<file path="config.mk">
export PLATFORM = sky130hd
export DESIGN_NAME = riscv_lsu
export DESIGN_NICKNAME = d
export VERILOG_FILES = /design/src/rtl/riscv_pkg.sv /design/src/rtl/riscv_load_ext.sv /design/src/rtl/riscv_lsu.sv
export SDC_FILE = /design/constraint.sdc
export NUM_CORES = 1
export LEC_CHECK = 0
export BUFFER_PORTS_ARGS = -buffer_cell sky130_fd_sc_hd__buf_2
export CORE_MARGIN = 2
export CORE_UTILIZATION = 25
export DETAILED_ROUTE_END_ITERATION = 7
export SKIP_LAST_GASP = 1
export SLEW_MARGIN = 10
export SYNTH_ARGS = -nofsm -noshare
export SYNTH_HDL_FRONTEND = slang
export SYNTH_SLANG_ARGS = --single-unit
export TNS_END_PERCENT = 5
</file>
<file path="constraint.sdc">
create_clock -name clk -period 1.93 [get_ports clk]
set_input_delay 0.386 -clock clk [delete_from_list [all_inputs] [get_ports clk]]
set_output_delay 0.386 -clock clk [all_outputs]
set_load 0.005 [all_outputs]
</file>
<file path="src/rtl/riscv_pkg.sv">
// rtl/riscv_pkg.sv - shared types and constants for the load/store unit and its RAM port
package riscv_pkg;

  localparam int RAM_PERIOD = 6;

  typedef enum logic [1:0] {
    MASK_B = 2'd0,
    MASK_H = 2'd1,
    MASK_W = 2'd2
  } mask_sel_t;

  typedef enum logic [1:0] {
    LSU_IDLE = 2'd0,
    LSU_WAIT = 2'd1,
    LSU_BUSY = 2'd2,
    LSU_CAPT = 2'd3
  } lsu_state_t;

endpackage

</file>
<file path="src/rtl/riscv_load_ext.sv">
// rtl/riscv_load_ext.sv - sign/zero extension of RAM read data by access size
module riscv_load_ext
  import riscv_pkg::*;
#(
  parameter int WORD_LENGTH = 32
) (
  input  mask_sel_t              mask,
  input  logic                   is_unsigned,
  input  logic [WORD_LENGTH-1:0] dout,
  output logic [WORD_LENGTH-1:0] rdata
);

  always_comb begin
    rdata = dout;
    case (mask)
      MASK_B:  rdata = {{(WORD_LENGTH-8){dout[7] & ~is_unsigned}}, dout[7:0]};
      MASK_H:  rdata = {{(WORD_LENGTH-16){dout[15] & ~is_unsigned}}, dout[15:0]};
      default: rdata = dout;
    endcase
  end

endmodule

</file>
<file path="src/rtl/riscv_lsu.sv">
// rtl/riscv_lsu.sv - load/store initiator aligned to the byte-serial RAM's fixed window
// Optional: RISCV_LSU_MISALIGN_TRAP_EN traps misaligned H/W accesses with resp_err.
module riscv_lsu
  import riscv_pkg::*;
#(
  parameter int WORD_LENGTH = 32,
  parameter int ADDR_LENGTH = 32,
  parameter int RAM_PERIOD  = riscv_pkg::RAM_PERIOD
) (
  input  logic                   clk,
  input  logic                   reset,
  input  logic                   req_valid,
  output logic                   req_ready,
  input  logic                   req_we,
  input  logic [ADDR_LENGTH-1:0] req_addr,
  input  logic [WORD_LENGTH-1:0] req_wdata,
  input  mask_sel_t              req_mask,
  input  logic                   req_unsigned,
  output logic                   resp_valid,
  output logic [WORD_LENGTH-1:0] resp_rdata,
  output logic                   resp_err,
  output logic                   busy,
  output logic [ADDR_LENGTH-1:0] ram_addr,
  output logic                   ram_write_en,
  output logic [WORD_LENGTH-1:0] ram_wdata,
  output mask_sel_t              ram_mask_sel,
  input  logic [WORD_LENGTH-1:0] ram_dout
);

  localparam int PH_W = $clog2(RAM_PERIOD);
  localparam logic [PH_W-1:0] PH_LAST = PH_W'(RAM_PERIOD - 1);

  lsu_state_t             state_q, state_d;
  logic [PH_W-1:0]        ph;
  logic                   hold_we, hold_unsigned;
  logic [ADDR_LENGTH-1:0] hold_addr;
  logic [WORD_LENGTH-1:0] hold_wdata;
  mask_sel_t              hold_mask;
  logic [WORD_LENGTH-1:0] ext_rdata;
  logic                   accept, misalign, ph_last;

  assign req_ready    = (state_q == LSU_IDLE);
  assign busy         = ~req_ready;
  assign accept       = req_valid & req_ready;
  assign ph_last      = (ph == PH_LAST);
  assign ram_addr     = hold_addr;
  assign ram_wdata    = hold_wdata;
  assign ram_mask_sel = hold_mask;
  assign ram_write_en = (state_q == LSU_BUSY) & hold_we;

`ifdef RISCV_LSU_MISALIGN_TRAP_EN
  assign misalign = ((req_mask == MASK_H) && req_addr[0]) ||
                    ((req_mask == MASK_W) && (req_addr[1:0] != 2'b00));
`else
  assign misalign = 1'b0;
`endif

  riscv_load_ext #(.WORD_LENGTH(WORD_LENGTH)) u_load_ext (
    .mask        (hold_mask),
    .is_unsigned (hold_unsigned),
    .dout        (ram_dout),
    .rdata       (ext_rdata)
  );

  // WAIT parks until the RAM's LAST phase so BUSY always covers one full window
  always_comb begin
    state_d = state_q;
    case (state_q)
      LSU_IDLE: if (accept && !misalign) state_d = ph_last ? LSU_BUSY : LSU_WAIT;
      LSU_WAIT: if (ph_last) state_d = LSU_BUSY;
      LSU_BUSY: if (ph_last) state_d = LSU_CAPT;
      default:  state_d = LSU_IDLE;
    endcase
  end

  always_ff @(posedge clk) begin
    if (reset) begin
      state_q       <= LSU_IDLE;
      ph            <= '0;
      resp_valid    <= 1'b0;
      resp_rdata    <= '0;
      resp_err      <= 1'b0;
      hold_we       <= 1'b0;
      hold_unsigned <= 1'b0;
      hold_addr     <= '0;
      hold_wdata    <= '0;
      hold_mask     <= MASK_B;
    end else begin
      state_q    <= state_d;
      ph         <= ph_last ? '0 : ph + PH_W'(1);
      resp_valid <= 1'b0;
      resp_err   <= 1'b0;
      if (accept && !misalign) begin
        hold_we       <= req_we;
        hold_unsigned <= req_unsigned;
        hold_addr     <= req_addr;
        hold_wdata    <= req_wdata;
        hold_mask     <= req_mask;
      end
      if (accept && misalign) begin
        resp_valid <= 1'b1;
        resp_err   <= 1'b1;
        resp_rdata <= '0;
      end
      if (state_q == LSU_CAPT) begin
        resp_valid <= 1'b1;
        resp_rdata <= hold_we ? '0 : ext_rdata;
      end
    end
  end

endmodule

</file>
# Word-level counts from Yosys, hierarchy flattened
# Cells that the tools add are included.
totals:
  ff_bits: 106
  inputBits: 103
  out_inout_bits: 103
  wordCells: 36
op_classes:
  addsub: 1
  eq_ne: 8
  n_mux: 8
  n_bitwise: 6
  reduce_logical: 4
op_table:
  columns: ["op", "count"]
  rows:
  - ["$pmux W32 S2", 1]
  - ["$mux W32", 1]
  - ["$mux W2", 4]
  - ["$pmux W2 S3", 1]
  - ["$and A1 B1 Y1", 4]
  - ["$eq A2 B1 Y1 const B", 2]
  - ["$eq A2 B2 Y1 const B", 2]
  - ["$logic_not A2 Y1", 2]
  - ["$ne A2 B2 Y1 const B", 2]
  - ["$add A3 B1 Y3 const B", 1]
  - ["$eq A3 B3 Y1 const B", 1]
  - ["$reduce_and A3 Y1", 1]
  - ["$ne A2 B1 Y1 const B", 1]
  - ["$not A1 Y1", 2]
  - ["$reduce_or A2 Y1", 1]
  - ["$mux W1", 1]

# Depth between registers and ports, before layout
logic_depth:
  depth_word: 4
  depth_mapped: 8
  mapped_depth_nobuf: 5

# Cells and area by module
# From an unflattened synthesis, not the netlist that was laid out.
hier_totals:
  cells_unflattened: 541
  area_unflattened_um2: 4226.6
by_module_without_submodules:
  columns: ["mod", "n_inst", "cells_each", "area_per_inst_um2", "seq_area_each_um2"]
  rows:
  - ["riscv_lsu", 1, 474, 3871.2, 2122.0]
  - ["riscv_load_ext", 1, 67, 355.3, 0.0]

# Worst setup path after synthesis
# No wires, ideal clock.
synth_timing:
  path_type: "register -> register"
  from: "register state_q[1]"
  to: "register state_q[1]"
  setup_time_ns: 0.070
  arrival_ns: 1.456
  required_ns: 1.860
  setup_slack_ns: 0.404
  path_stages_with_launch: 6
  n_path_buf: 0
  period_less_slack_ns: 1.526
  path_cell_list: "dfxtp_1 -> inv_1 -> ha_1 -> nor2b_1 -> or4_1 -> a21oi_1"
synth_between:
  elab_chain_len: 4
  elab_cells_between_ends: 9
  classes_between: "5 x eq/ne; 1 x mux; 1 x bitwise; 2 x reduce/logical"
synth_rtl:
  columns: ["element", "line_no", "text"]
  rows:
  - ["from (decl)", "riscv_lsu.sv:33", "lsu_state_t state_q, state_d;"]
  - ["from (signal assigned)", "riscv_lsu.sv:89", "state_q <= state_d;"]
  - ["$logic_not A2 Y1 (*)", "riscv_lsu.sv:42", "assign req_ready = (state_q == LSU_IDLE);"]
  - ["named net req_ready", "riscv_lsu.sv:13", "output logic req_ready,"]
  - ["$and A1 B1 Y1", "riscv_lsu.sv:44", "assign accept = req_valid & req_ready;"]
  - ["$ne A2 B1 Y1 (no source line)", null, null]
  - ["$reduce_and A3 Y1 (no source line)", null, null]
# The timed path passes the listed nets; every way through them passes the cells marked *.
# A chain may end at the register's enable or synchronous reset.

# Worst setup path after layout
layout_timing:
  from: "register state_q[0]"
  to: "output ram_write_en"
layout_between:
  elab_chain_len: 2
layout_rtl:
  columns: ["element", "line_no", "text"]
  rows:
  - ["$eq A2 B2 Y1", "riscv_lsu.sv:49", "assign ram_write_en = (state_q == LSU_BUSY) & hold_we;"]
  - ["$and A1 B1 Y1", "riscv_lsu.sv:49", null]
  - ["to (decl)", "riscv_lsu.sv:24", "output logic ram_write_en,"]
# Every way passes these cells.

==> results.toml <==
[clocking]
post_cts_resize_count = 0
cts.clk_slew.worst_paths_ps = 70
htree_levels = 3
cts_buffers = 9
cts_hold_buf = 0
cts_max_path_buffers = 2
tritoncts = "yes"
post-cts-setup-buffers = 0
cts_sinks = 106
cts.root.buffer_cell = "clkbuf_16"
worstSkewPairLatency_ps = 350

[synthesis]
synth.avg_cell_area_um2 = 8.237
synthCells = 490
ys_ff_latch = 106
ys.warnings.count = 0
yosys.area.top_type = "dfxtp_1"
syn-num-nets = 599
synth.area.top_cells = "dfxtp_1 53%, a21oi_1 15%, nand2_1 13%, nor2b_1 4.0%, buf_2 1.9%"
ys.flop_type = "dfxtp_1"
async_flop_share_pct = 0
synth_top_area_share_pct = 52.57
syn-cell-area_mm2 = 0.004036
yosysSeqAreaShare_pct = 52.57
synth_cell_type_count = 31
synth_edf_count = 0

[layout]
drive_gt1_share_pct = 34.89
nets = 789
final_common_cell = "buf_2"
layout_common_cells = "203 x buf_2, 136 x nand2_1, 118 x a21oi_1, 106 x dfxtp_1, 26 x nor2b_1"
stdcell_count = 902
final_cell_area_mm2 = 0.005597
area_delta_synth_final_pct = 38.65
nFillCells = 1685

[critical_path]
r2r_cells = 5
crit-reg2reg-capture = "state_q[1]"
timing.rr.start = "state_q[0]"
cpPeakStageDelay_ps = 370
cp_data_arrival_time_ps = 1380
worstSetupPathType = "flop to output pin"
endpoint_kind = "output pin"
path_cells = "inv_1 -> ha_1 -> and2_1 -> buf_2"
reg2reg_slack_ps = 270
critPathLaunch = "state_q[0]"
endpoint = "ram_write_en"
cp.required_ps = 1540
cp_max_fo = 4
slowest_stage = "dfxtp_1"
cp-start-kind = "flop"

[timing]
period_minus_slack_ps = 1764
tightest_slew_ps = 674.1
rsz0062_at_grt = "false"
fin_setup_tns_ps = 0
fin_crit_sh_pct = 91.39
report.final.slew_viol_count = 0
relSlewSlack_pct = 55.06
hold_violations = 0
fmax_mhz = 566.9
setup_viol = 0
finClkSkew_ps = 5.591

[global_routing]
track_usage_pct = 12.40
grt_pass1_wl_um = 16690
grt_overflow = 0
grt_max_degree = 39
antenna_found_initial = 1
grt_pass1_vias = 3466

[floorplan]
design.core.area_mm2 = 0.01583
die_y_um = 131.1
die_w_um = 131.1
ios = 206
start_util_pct = 25.50
fp-row-count = 46
die_area_mm2 = 0.01718

[job]
drv_cap = 0

[power_and_ir_drop]
p_per_area_mw_per_mm2 = 1123
ir_worst_vdd_uv = 396.6
leakage_nw = 2.617

[placement]
hpwl_um = 7743
place_congestion = 0.7265
dpl-instance-area_mm2 = 0.005290
port_buffers = 204
dp.cells = 885

[worst_hold_path]
hold_depth = 3
hold_class = "input pin to flop"

[route]
viasPerCell = 4.272
ant_nets = 0
drc = 0
drt_iter0_drc = 114
vias = 3853
drt_pass1_iterations = 4
wire_per_inst_um = 12.35
wirelength_um = 11140

[status]
status = "completed"
## cell families (layout without fill, tap and decap cells)
logic type / after synthesis / count (layout) / share of synthesized area, %
buffers and inverters: 42 / 237 / 5.022
flip-flops: 106 / 106 / 52.57
other: 1 / 2 / 0.09291
AO/OA/AOI/OAI: 144 / 144 / 19.13
AND/OR/NAND/NOR: 190 / 190 / 21.05
adder cells (fa/ha/maj): 6 / 6 / 1.860
multiplexers: 1 / 1 / 0.2790
## worst min path at each step
stage | from | to | slack, ps
floorplan | ph[0] | ph[0] | 440
global placement | ram_wdata[25] | ram_wdata[25] | 440
detailed placement | ram_addr[26] | ram_addr[26] | 440
CTS | ram_dout[0] | resp_rdata[0] | 240
global route | req_addr[27] | ram_addr[27] | 250
finish | ram_dout[0] | resp_rdata[0] | 270
## metrics by stage
stage | hold slack, ps | util (%) | total power, W | setup WS, ps
5_1_grt | 254.0 | 35.34 | 0.006739 | 78.11
3_5_place_dp | 443.3 | 33.42 | 0.004514 | 290.4
3_3_place_gp | 439.0 | 33.42 | 0.004511 | 319.9
4_1_cts | 244.4 | 35.34 | 0.006436 | 145.7
6_report | 265.7 | 35.36 | 0.006286 | 166.1
2_1_floorplan | 436.2 | - | 0.003762 | 404.0
## registers in the layout, indices dropped and copies added (netlist names)
| name | cells |
|---|---|
| ram_addr | 32 |
| hold_unsigned | 1 |
| ram_mask_sel | 2 |
| hold_we | 1 |
| ph | 3 |
| resp_rdata | 32 |
| resp_valid | 1 |
| state_q | 2 |
| ram_wdata | 32 |
## synthesized netlist by cell type (2+ instances only)
library cell    n
a211oi_1        3
a21oi_1       118
and2_1          2
buf_2          15
buf_4           5
clkbuf_1       15
dfxtp_1       106
ha_1            6
inv_1           5
nand2_1       137
nand2b_1        9
nor2_1         10
nor2b_1        26
o21a_1          8
o21ai_0         9
## per-layer routing
layer | share of wire, % | GRT usage [%]
met5 | 0 | 0
met4 | 1.8 | 4.819
met3 | 9.0 | 5.073
met2 | 44 | 19.69
met1 | 45 | 15.03
## critical path: cells and delay by family, from the launching register on
| family | cells | cell delay, ps |
|---|---|---|
| buffers and inverters | 2 | 240 |
| and+or+nand+nor | 1 | 180 |
| DFF | 1 | 370 |
| adders and majority gates | 1 | 250 |
## layout make-up
class                      count  area, um^2  share of cell area [%]
sequential                   106        2122                   37.92
multi-input combinational    342        1715                   30.65
timing repair buffer         216        1164                   20.79
tap                          216       270.3                   4.829
clock buffer                  10       239.0                   4.270
clock inverter                 6       65.06                   1.163
inverter                       5       18.77                  0.3353
antenna                        1       2.502                 0.04471
## power breakdown
| group | leakage [nW] | total, W | internal, W | switching (W) |
|---|---|---|---|---|
| logic | 1.60 | 0.00174 | 0.000753 | 0.000988 |
| clock network | 0.149 | 0.00187 | 0.00104 | 0.000828 |
| registers | 0.865 | 0.00267 | 0.00251 | 0.000163 |
Power figures use the tool's default switching activity.
